### src/rtl/usb_rx_pkg.sv
// Shared types for the USB receive packet controller: FSM states, error codes, PID width.
package usb_rx_pkg;

  typedef enum logic [2:0] {
    ST_IDLE,
    ST_PID,
    ST_DATA,
    ST_DROP,
    ST_DONE
  } state_t;

  localparam logic [1:0] ERR_NONE = 2'b00;
  localparam logic [1:0] ERR_PID  = 2'b01;
  localparam logic [1:0] ERR_LINE = 2'b10;
  localparam logic [1:0] ERR_SIZE = 2'b11;

  localparam int PID_W = 4;

endpackage

### src/rtl/rx_byte_fifo.sv
// Show-ahead byte FIFO with synchronous flush; rdata reads 0 when empty.
// Push is refused when full unless a pop happens in the same cycle; pop when empty is ignored.
module rx_byte_fifo #(
  parameter int DEPTH = 8
) (
  input  logic       clk,
  input  logic       n_rst,
  input  logic       push,
  input  logic       pop,
  input  logic       flush,
  input  logic [7:0] wdata,
  output logic [7:0] rdata,
  output logic       empty,
  output logic       full
);

  localparam int AW = (DEPTH > 1) ? $clog2(DEPTH) : 1;

  logic [7:0]  mem [DEPTH];
  logic [AW:0] wp, rp;
  logic        do_push, do_pop;

  // Pointers carry one extra wrap bit to tell full from empty.
  assign empty   = (wp == rp);
  assign full    = (wp[AW] != rp[AW]) && (wp[AW-1:0] == rp[AW-1:0]);
  assign do_pop  = pop && !empty;
  assign do_push = push && (!full || do_pop);
  assign rdata   = empty ? 8'h00 : mem[rp[AW-1:0]];

  always_ff @(posedge clk) begin
    if (!n_rst) begin
      wp <= '0;
      rp <= '0;
    end else if (flush) begin
      wp <= '0;
      rp <= '0;
    end else begin
      if (do_push) wp <= wp + (AW+1)'(1);
      if (do_pop)  rp <= rp + (AW+1)'(1);
    end
  end

  always_ff @(posedge clk) begin
    if (do_push && !flush) mem[wp[AW-1:0]] <= wdata;
  end

endmodule

### src/rtl/usb_rx_pkt_ctrl.sv
// Packet controller above the byte RCU: checks PID, buffers payload, posts one record per packet.
// Record appears one cycle after rcving falls and is held until pkt_ack; packets arriving meanwhile are counted in miss_cnt.
module usb_rx_pkt_ctrl
  import usb_rx_pkg::*;
#(
  parameter int MAX_BYTES  = 64,
  parameter int FIFO_DEPTH = 8
) (
  input  logic                           clk,
  input  logic                           n_rst,
  input  logic                           rcving,
  input  logic                           w_enable,
  input  logic                           r_error,
  input  logic [7:0]                     rcv_data,
  input  logic                           rd_en,
  output logic [7:0]                     rd_data,
  output logic                           rd_empty,
  output logic                           pkt_valid,
  input  logic                           pkt_ack,
  output logic [PID_W-1:0]               pkt_pid,
  output logic [$clog2(MAX_BYTES+1)-1:0] pkt_len,
  output logic                           pkt_err,
  output logic [1:0]                     err_code,
  output logic [3:0]                     miss_cnt
);

  localparam int LW = $clog2(MAX_BYTES + 1);

  state_t           state, state_n;
  logic             rcving_q, rise, fall;
  logic [1:0]       err_n;
  logic [LW-1:0]    len_n;
  logic [PID_W-1:0] pid_n;
  logic             perr_n;
  logic [3:0]       miss_n;
  logic             push, flush, fifo_full;

  assign rise = rcving && !rcving_q;
  assign fall = !rcving && rcving_q;

  rx_byte_fifo #(.DEPTH(FIFO_DEPTH)) u_fifo (
    .clk   (clk),
    .n_rst (n_rst),
    .push  (push),
    .pop   (rd_en),
    .flush (flush),
    .wdata (rcv_data),
    .rdata (rd_data),
    .empty (rd_empty),
    .full  (fifo_full)
  );

  always_comb begin
    state_n = state;
    err_n   = err_code;
    len_n   = pkt_len;
    pid_n   = pkt_pid;
    perr_n  = pkt_err;
    miss_n  = miss_cnt;
    push    = 1'b0;
    flush   = 1'b0;
    case (state)
      ST_IDLE: begin
        if (rise) begin
          state_n = ST_PID;
          len_n   = '0;
          err_n   = ERR_NONE;
          perr_n  = 1'b0;
        end
      end
      ST_PID: begin
        if (r_error) begin
          err_n   = ERR_LINE;
          flush   = 1'b1;
          state_n = fall ? ST_DONE : ST_DROP;
        end else if (w_enable) begin
          if (rcv_data[7:4] == ~rcv_data[3:0]) begin
            pid_n   = rcv_data[3:0];
            state_n = fall ? ST_DONE : ST_DATA;
          end else begin
            err_n   = ERR_PID;
            flush   = 1'b1;
            state_n = fall ? ST_DONE : ST_DROP;
          end
        end else if (fall) begin
          err_n   = ERR_PID;
          len_n   = '0;
          state_n = ST_DONE;
        end
      end
      ST_DATA: begin
        if (r_error) begin
          err_n   = ERR_LINE;
          flush   = 1'b1;
          state_n = fall ? ST_DONE : ST_DROP;
        end else if (w_enable && ((pkt_len == LW'(MAX_BYTES)) || (fifo_full && !rd_en))) begin
          err_n   = ERR_SIZE;
          flush   = 1'b1;
          state_n = fall ? ST_DONE : ST_DROP;
        end else begin
          if (w_enable) begin
            push  = 1'b1;
            len_n = pkt_len + LW'(1);
          end
          if (fall) state_n = ST_DONE;
        end
      end
      ST_DROP: begin
        if (fall) state_n = ST_DONE;
      end
      ST_DONE: begin
        if (rise && (miss_cnt != 4'hF)) miss_n = miss_cnt + 4'd1;
        if (pkt_ack) begin
          flush   = 1'b1;
          state_n = ST_IDLE;
        end
      end
      default: state_n = ST_IDLE;
    endcase
    // Error flag is settled on the same edge the record becomes valid.
    if (state_n == ST_DONE) perr_n = (err_n != ERR_NONE);
  end

  always_ff @(posedge clk) begin
    if (!n_rst) begin
      state     <= ST_IDLE;
      rcving_q  <= 1'b1;  // a packet already in flight at reset must not look like a new rise
      pkt_valid <= 1'b0;
      pkt_err   <= 1'b0;
      err_code  <= ERR_NONE;
      pkt_pid   <= '0;
      pkt_len   <= '0;
      miss_cnt  <= '0;
    end else begin
      state     <= state_n;
      rcving_q  <= rcving;
      pkt_valid <= (state_n == ST_DONE);
      pkt_err   <= perr_n;
      err_code  <= err_n;
      pkt_pid   <= pid_n;
      pkt_len   <= len_n;
      miss_cnt  <= miss_n;
    end
  end

endmodule

### config.mk
export PLATFORM = sky130hd
export DESIGN_NAME = usb_rx_pkt_ctrl
export DESIGN_NICKNAME = d
export VERILOG_FILES = /design/src/rtl/usb_rx_pkg.sv /design/src/rtl/rx_byte_fifo.sv /design/src/rtl/usb_rx_pkt_ctrl.sv
export SDC_FILE = /design/constraint.sdc
export NUM_CORES = 1
export LEC_CHECK = 0
export ABC_AREA = 0
export BUFFER_PORTS_ARGS = -buffer_cell sky130_fd_sc_hd__buf_2
export CAP_MARGIN = 20
export CORE_ASPECT_RATIO = 0.6
export CORE_MARGIN = 4
export CORE_UTILIZATION = 50
export CTS_CLUSTER_SIZE = 30
export DETAILED_ROUTE_END_ITERATION = 8
export GPL_TIMING_DRIVEN = 0
export PLACE_DENSITY = 0.77
export SETUP_SLACK_MARGIN = 0.15
export SYNTH_ARGS = -nofsm -noshare
export SYNTH_HDL_FRONTEND = slang
export SYNTH_SLANG_ARGS = --single-unit
### constraint.sdc
create_clock -name clk -period 6.83 [get_ports clk]
set_input_delay 0 -clock clk [delete_from_list [all_inputs] [get_ports clk]]
set_output_delay 0 -clock clk [all_outputs]
set_load 0.02 [all_outputs]
Yosys cells after proc, flatten, opt, wreduce, memory -nomap -nowiden
Memories as Yosys holds them, arrays and structs flattened. A register that Yosys moved wholly into a read port is not among the register bits.
Cells that the tools add are included.
- equal/unequal tests: 18
- reduce and logical (&&, ||, !) cells: 27
- $add $sub $neg: 4
- mux-type cells: 46
- bitwise gates (word level): 3
- operators by type and width (operator ; count):
    $mux W7 ; 7
    $mux W3 ; 12
    $pmux W7 S3 ; 1
    $mux W1 ; 15
    $pmux W3 S5 ; 1
    $mux W2 ; 7
    $ne A2 B2 Y1 const B ; 7
    $add A4 B1 Y4 const B ; 3
    $logic_and A1 B1 Y1 ; 9
    $eq A4 B4 Y1 ; 2
    $mux W8 ; 1
    $reduce_and A8 Y1 ; 1
    $add A7 B1 Y7 const B ; 1
    $eq A7 B7 Y1 const B ; 1
    $eq A3 B2 Y1 const B ; 2
    $eq A3 B3 Y1 const B ; 2
    $logic_not A1 Y1 ; 6
    $pmux W2 S3 ; 1
    $reduce_bool A2 Y1 ; 3
    $ne A4 B4 Y1 const B ; 1
    $not A4 Y4 ; 1
    $reduce_and A2 Y1 ; 2
    $reduce_and A4 Y1 ; 1
    $eq A3 B1 Y1 const B ; 1
    8 further kinds ; 10
- memories kept: 1
- bits in writable memories: 64
- input bits: 15
- word-level logic and storage cells: 109
- output and inout port bits: 28
- register bits after elaboration: 31
- memory list (memory ; depth ; bits a word ; read ports ; clocked after Yosys merged registers in ; write ports ; line ; source):
    u_fifo.mem ; 8 ; 8 ; 1 ; 1 ; 1 ; rx_byte_fifo.sv:19 ; logic [7:0] mem [DEPTH];

Depth between registers and ports, before layout
- depth in word-level cells: 12
- gate-level depth with buffers: 8
- depth with buffers taken out: 7

Hierarchy
Synthesis repeated with hierarchy kept, for this count alone.
- cells, all modules: 343
- area, all modules: 4559.4 µm²
- modules (own cells, without submodules) (module ; area an instance (µm²) ; cells an instance ; instances):
    rx_byte_fifo ; 3185.6 ; 186 ; 1
    usb_rx_pkt_ctrl ; 1373.8 ; 157 ; 1

Worst setup path before layout
No wires, ideal clock.
- path type: register to register
- start point: register pkt_len[0]
- end point: memory u_fifo.mem[2][0] (enable)
- slack: 4.241 ns
- required time: 6.445 ns
- arrival: 2.203 ns
- period minus slack after synthesis: 2.589 ns
- cell stages (with the launch flop): 7
- buffers on the path: 0
- cell sequence: dfxtp_1 > inv_1 > ha_1 > a311o_1 > a21oi_2 > nand2b_1 > nor3b_1
- longest elaborated chain between the ends: 10
- elaborated cells between the ends (all ways): 14
- ends and longest elaborated chain (what ; line ; source):
    from (decl) ; usb_rx_pkt_ctrl.sv:21 ; output logic [$clog2(MAX_BYTES+1)-1:0] pkt_len,
    from (signal assigned) ; usb_rx_pkt_ctrl.sv:141 ; pkt_len <= len_n;
    $eq A7 B7 Y1 * ; usb_rx_pkt_ctrl.sv:96 ; end else if (w_enable && ((pkt_len == LW'(MAX_BYTES)) || (fifo_full && !rd_en))) begin
    $logic_or A1 B1 Y1 * ; usb_rx_pkt_ctrl.sv:96 ;
    $logic_and A1 B1 Y1 * ; usb_rx_pkt_ctrl.sv:96 ;
    $mux W1 ; usb_rx_pkt_ctrl.sv:96 ;
    $mux W1 ; usb_rx_pkt_ctrl.sv:92 ; if (r_error) begin
    $pmux W1 S3 / $mux W1 (equally long branches) ; usb_rx_pkt_ctrl.sv:62 ; case (state)
    $logic_not A1 Y1 / $logic_and A1 B1 Y1 (equally long branches) ; rx_byte_fifo.sv:44, rx_byte_fifo.sv:27 ;
    $logic_and A1 B1 Y1 * ; rx_byte_fifo.sv:44 ; if (do_push && !flush) mem[wp[AW-1:0]] <= wdata;
    $mux W1 * ; rx_byte_fifo.sv:44 ;
    $mux W1 (implied by the code) * ; rx_byte_fifo.sv:44 ;
    to (decl) ; rx_byte_fifo.sv:19 ;
Mark *: on every way between the ends. The rest lies on a longest branch, timed or not.

Worst setup path after layout
- start point: register state[0]
- end point: memory u_fifo.mem[5][4] (enable)
- longest elaborated chain between the ends: 6
- elaborated cells between the ends (all ways): 10
- ends and longest elaborated chain (what ; line ; source):
    from (decl) ; usb_rx_pkt_ctrl.sv:29 ; state_t state, state_n;
    from (signal assigned) ; usb_rx_pkt_ctrl.sv:135 ; state <= state_n;
    $eq A3 B3 Y1, or another cell as far along ; usb_rx_pkt_ctrl.sv:62 ;
    $pmux W1 S3 / $mux W1 (equally long branches) ; usb_rx_pkt_ctrl.sv:62 ;
    $logic_not A1 Y1 / $logic_and A1 B1 Y1 (equally long branches) ; rx_byte_fifo.sv:44, rx_byte_fifo.sv:27 ;
    $logic_and A1 B1 Y1 * ; rx_byte_fifo.sv:44 ;
    $mux W1 * ; rx_byte_fifo.sv:44 ;
    $mux W1 (implied by the code) * ; rx_byte_fifo.sv:44 ;
Marks and branches as above.

==> results by group <==
Status
  – Outcome: complete, no violations

Synth
  – Mapped Nets: 331
  – Commonest register cell after synthesis: edfxtp_1
  – Ys Warns: 0
  – Post-synth EDFFs: 64
  – Post-synthesis cell type count: 55
  – Mean post-synth cell area: ~14 µm²
  – Post-Syn Area: around 4300 µm²
  – Post-synth ARST share: 0%
  – Register bit count reported by yosys: 98
  – Register area share after synthesis: approximately three fifths
  – Syn Inst Count: 311

GRT
  – Largest net degree at the start of global routing: 16
  – Remaining global-route overflow: 0
  – All-layer global routing usage: about 18%
  – Vias in the first global route: 2535
  – Initial antenna violation count: 0
  – First-pass GRT wire length: about 14000 µm

Clock tree
  – Clock root buffer: clkbuf_16
  – H-tree depth: 3
  – Clk slew on worst S/H paths: 60 ps
  – CTS tree: built
  – Num CTS Buffers: 9
  – CTS max path bufs: 2
  – Clock sinks: between 90 and 100
  – Clock Latency Late Sink: around 340 ps

Critical path
  – Critical Path RT: 6880 ps
  – Worst path arrival time: 2980 ps
  – Crit path max-delay cell type: nor3b_1
  – Cells along the critical path: buf_2 -> nand4bb_1 -> a311o_1 -> a21oi_2 -> nand2_1 -> nor3b_1 -> buf_4
  – Crit path capture type: flop
  – Crit path kind: flop to flop
  – CP max FO: 10
  – Startpoint Class: flop
  – CP max stage delay: about 710 ps

Floorplan
  – Ports: 43
  – Die Ht: approximately 80 µm
  – FP Rows: 25
  – DIE WIDTH: ~130 µm
  – Core area: ~8100 µm²
  – Die Area: between 10000 and 15000 µm²
  – Starting Density: 52.9%

Routing
  – DRC: 0
  – Initial DRC Count: 265
  – Final ANT Viol Nets: 0
  – Via Count: approximately 2700
  – Vias per inst: ~5.6
  – Wire length per cell: around 18 µm
  – Routed WL: roughly 8600 µm
  – Pre-antenna DRT Iters: 6

Placed design
  – Setup WS pre-CTS: ~3900 ps
  – Placed wire-length estimate: approximately 6200 µm
  – Count of input and output buffers: 39
  – GPL Wtd Cong: approximately 0.8

Timing
  – Final setup viols: 0
  – Slew Viols, Final: 0
  – Rel. slew slack: a little over a third
  – Worst Clk Skew: around 5.4 ps
  – Period utilisation layout: 42.9%
  – Final hold vios: 0
  – Clock period minus worst slack: 2930 ps
  – RSZ-0062 raised after global routing: no
  – Setup TNS after final layout: 0 ps
  – FMAX: approximately 0.34 GHz
  – Slew of the pin with the lowest slew margin: ~960 ps
  – Worst Setup Slack, final: slightly below 4000 ps

Layout
  – Share of cells above drive strength 1: about a quarter
  – Fin nets: slightly below 400
  – Fin util: about three fifths
  – N_diodes: 0
  – Syn-to-layout area delta: 16.9%

Power and ir drop
  – Reg power frac: 54.2%
  – Switching power: 0.240 mW
  – Clock power share: roughly 41%
  – Leak: approximately 1.8 nW
  – Peak supply drop: about 0.24 mV
  – Switching Share: between 20 and 25%
  – Int Pwr: 0.932 mW
  – Total power: approximately 1.2 mW
  – Combinational Power Share: under 10%
  – Total power per unit cell area: around 230 nW/µm²

Job
  – Maxcap violations: 0

Hold path
  – Hold Crit Class: input port to flop
[power groups by stage]
stage	logic [mW]	registers (mW)	clock network [mW]
2_1_floorplan	0.0297	0.650	0
3_3_place_gp	0.0489	0.648	0
3_5_place_dp	0.0503	0.648	0
4_1_cts	0.0537	0.635	0.490
5_1_grt	0.0596	0.635	0.522
6_report	0.0540	0.635	0.483
[synthesized netlist by cell type (all sizes together), types with 7 or more instances]
library cell	n	area, µm²
nand2b	7	43.8
nor2	31	116
buf	9	56.3
clkbuf	9	33.8
xor2	7	61.3
edfxtp	64	1920
nand2	8	30.0
xnor2	8	70.1
mux2i	16	160
a21oi	12	75.1
mux4	16	360
dfxtp	34	681
[flip-flops by register name, summed over array words and instances, names as in the netlist, named ones only]
signal / count
pkt_err: 1
pkt_len: 7
u_fifo.rp: 4
state: 3
err_code: 2
rcving_q: 1
pkt_valid: 1
pkt_pid: 4
u_fifo.wp: 4
miss_cnt: 4
u_fifo.mem: 64
[cell usage in the layout, fill, tap and decap left out, drive strengths merged, types with 3 or more instances in the layout]
cell and instances:
ha 5, o21ai 5, inv 6, nand2b 7, nand2 8, nand4 3, dlygate4sd3 7, mux4 16
clkinv 4, or4 4, nand3 5, nand3b 6, o31ai 6, nor3b 6, xnor2 8, and2 3
dfxtp 34, xor2 7, buf 53, a211oi 5, edfxtp 64, mux2i 16, a21oi 12, nor4 3
or3 3, nor2 31, nor2b 3, nor3 6, clkbuf 18
[worst paths after layout]
check               from                to  slack [ps]  cells after the start
max reg2reg     state[0]  u_fifo.mem[5][4]        3900                      7
min reg2reg   pkt_pid[1]        pkt_pid[1]         510                      2
max             state[0]  u_fifo.mem[5][4]        3900                      7
min          rcv_data[1]  u_fifo.mem[6][1]          20                      1
[kinds of logic (layout without fill, tap and decap cells)]
family / Yosys count / in the layout / synth area share, %
adder cells (fa/ha/maj): 5 / 5 / 1.46
multiplexers: 32 / 32 / 12.1
AO/OA/AOI/OAI: 44 / 44 / 7.59
buffers and inverters: 24 / 90 / 2.63
AND/OR/NAND/NOR: 93 / 93 / 12.4
flip-flops: 98 / 98 / 60.7
XOR/XNOR: 15 / 15 / 3.06
[timing repair]
action                    4_1_cts  5_1_grt
setup buffers                   0        0
hold buffers                    7        0
hold endpoints to repair       49        0
gates resized for setup         0        0
[cell type report]
cell class              count  area (µm²)
clock inverters             6        58.8
flip-flops and latches     98        2600
repair buffers             51         300
fillers                   608        3090
clock buffers               9         225
plain buffers              18        90.1
multi-input cells         189        1580
inverters                   6        22.5
well taps                 108         135
[metrics by stage]
| stage | hold WS, ps | instance area [µm²] | instances |
|---|---|---|---|
| final | 15.6 | 5010 | 485 |
| after global routing | 6.14 | 5010 | 485 |
| after CTS | 0.156 | 5010 | 485 |
| after detailed placement | 257 | 4660 | 463 |
| after global placement | 259 | 4620 | 458 |
| after floorplan | 98.9 | 4290 | 311 |
[critical path, delay by kind of cell, from the launching register on]
kind            cells  cell delay [ps]
simple gates        3             1150
compound gates      2              710
buf+inv             2              460
flops               1              310
[metal layers]
metal,vias to the layer above,track usage (%),wire (µm)
met2,90,25.8,3640
li1,1315,-,-
met3,10,6.28,551
met5,-,0,0
met4,0,4.18,94
met1,1317,26.3,4270
Note: power is estimated with default switching activity, not from simulation.
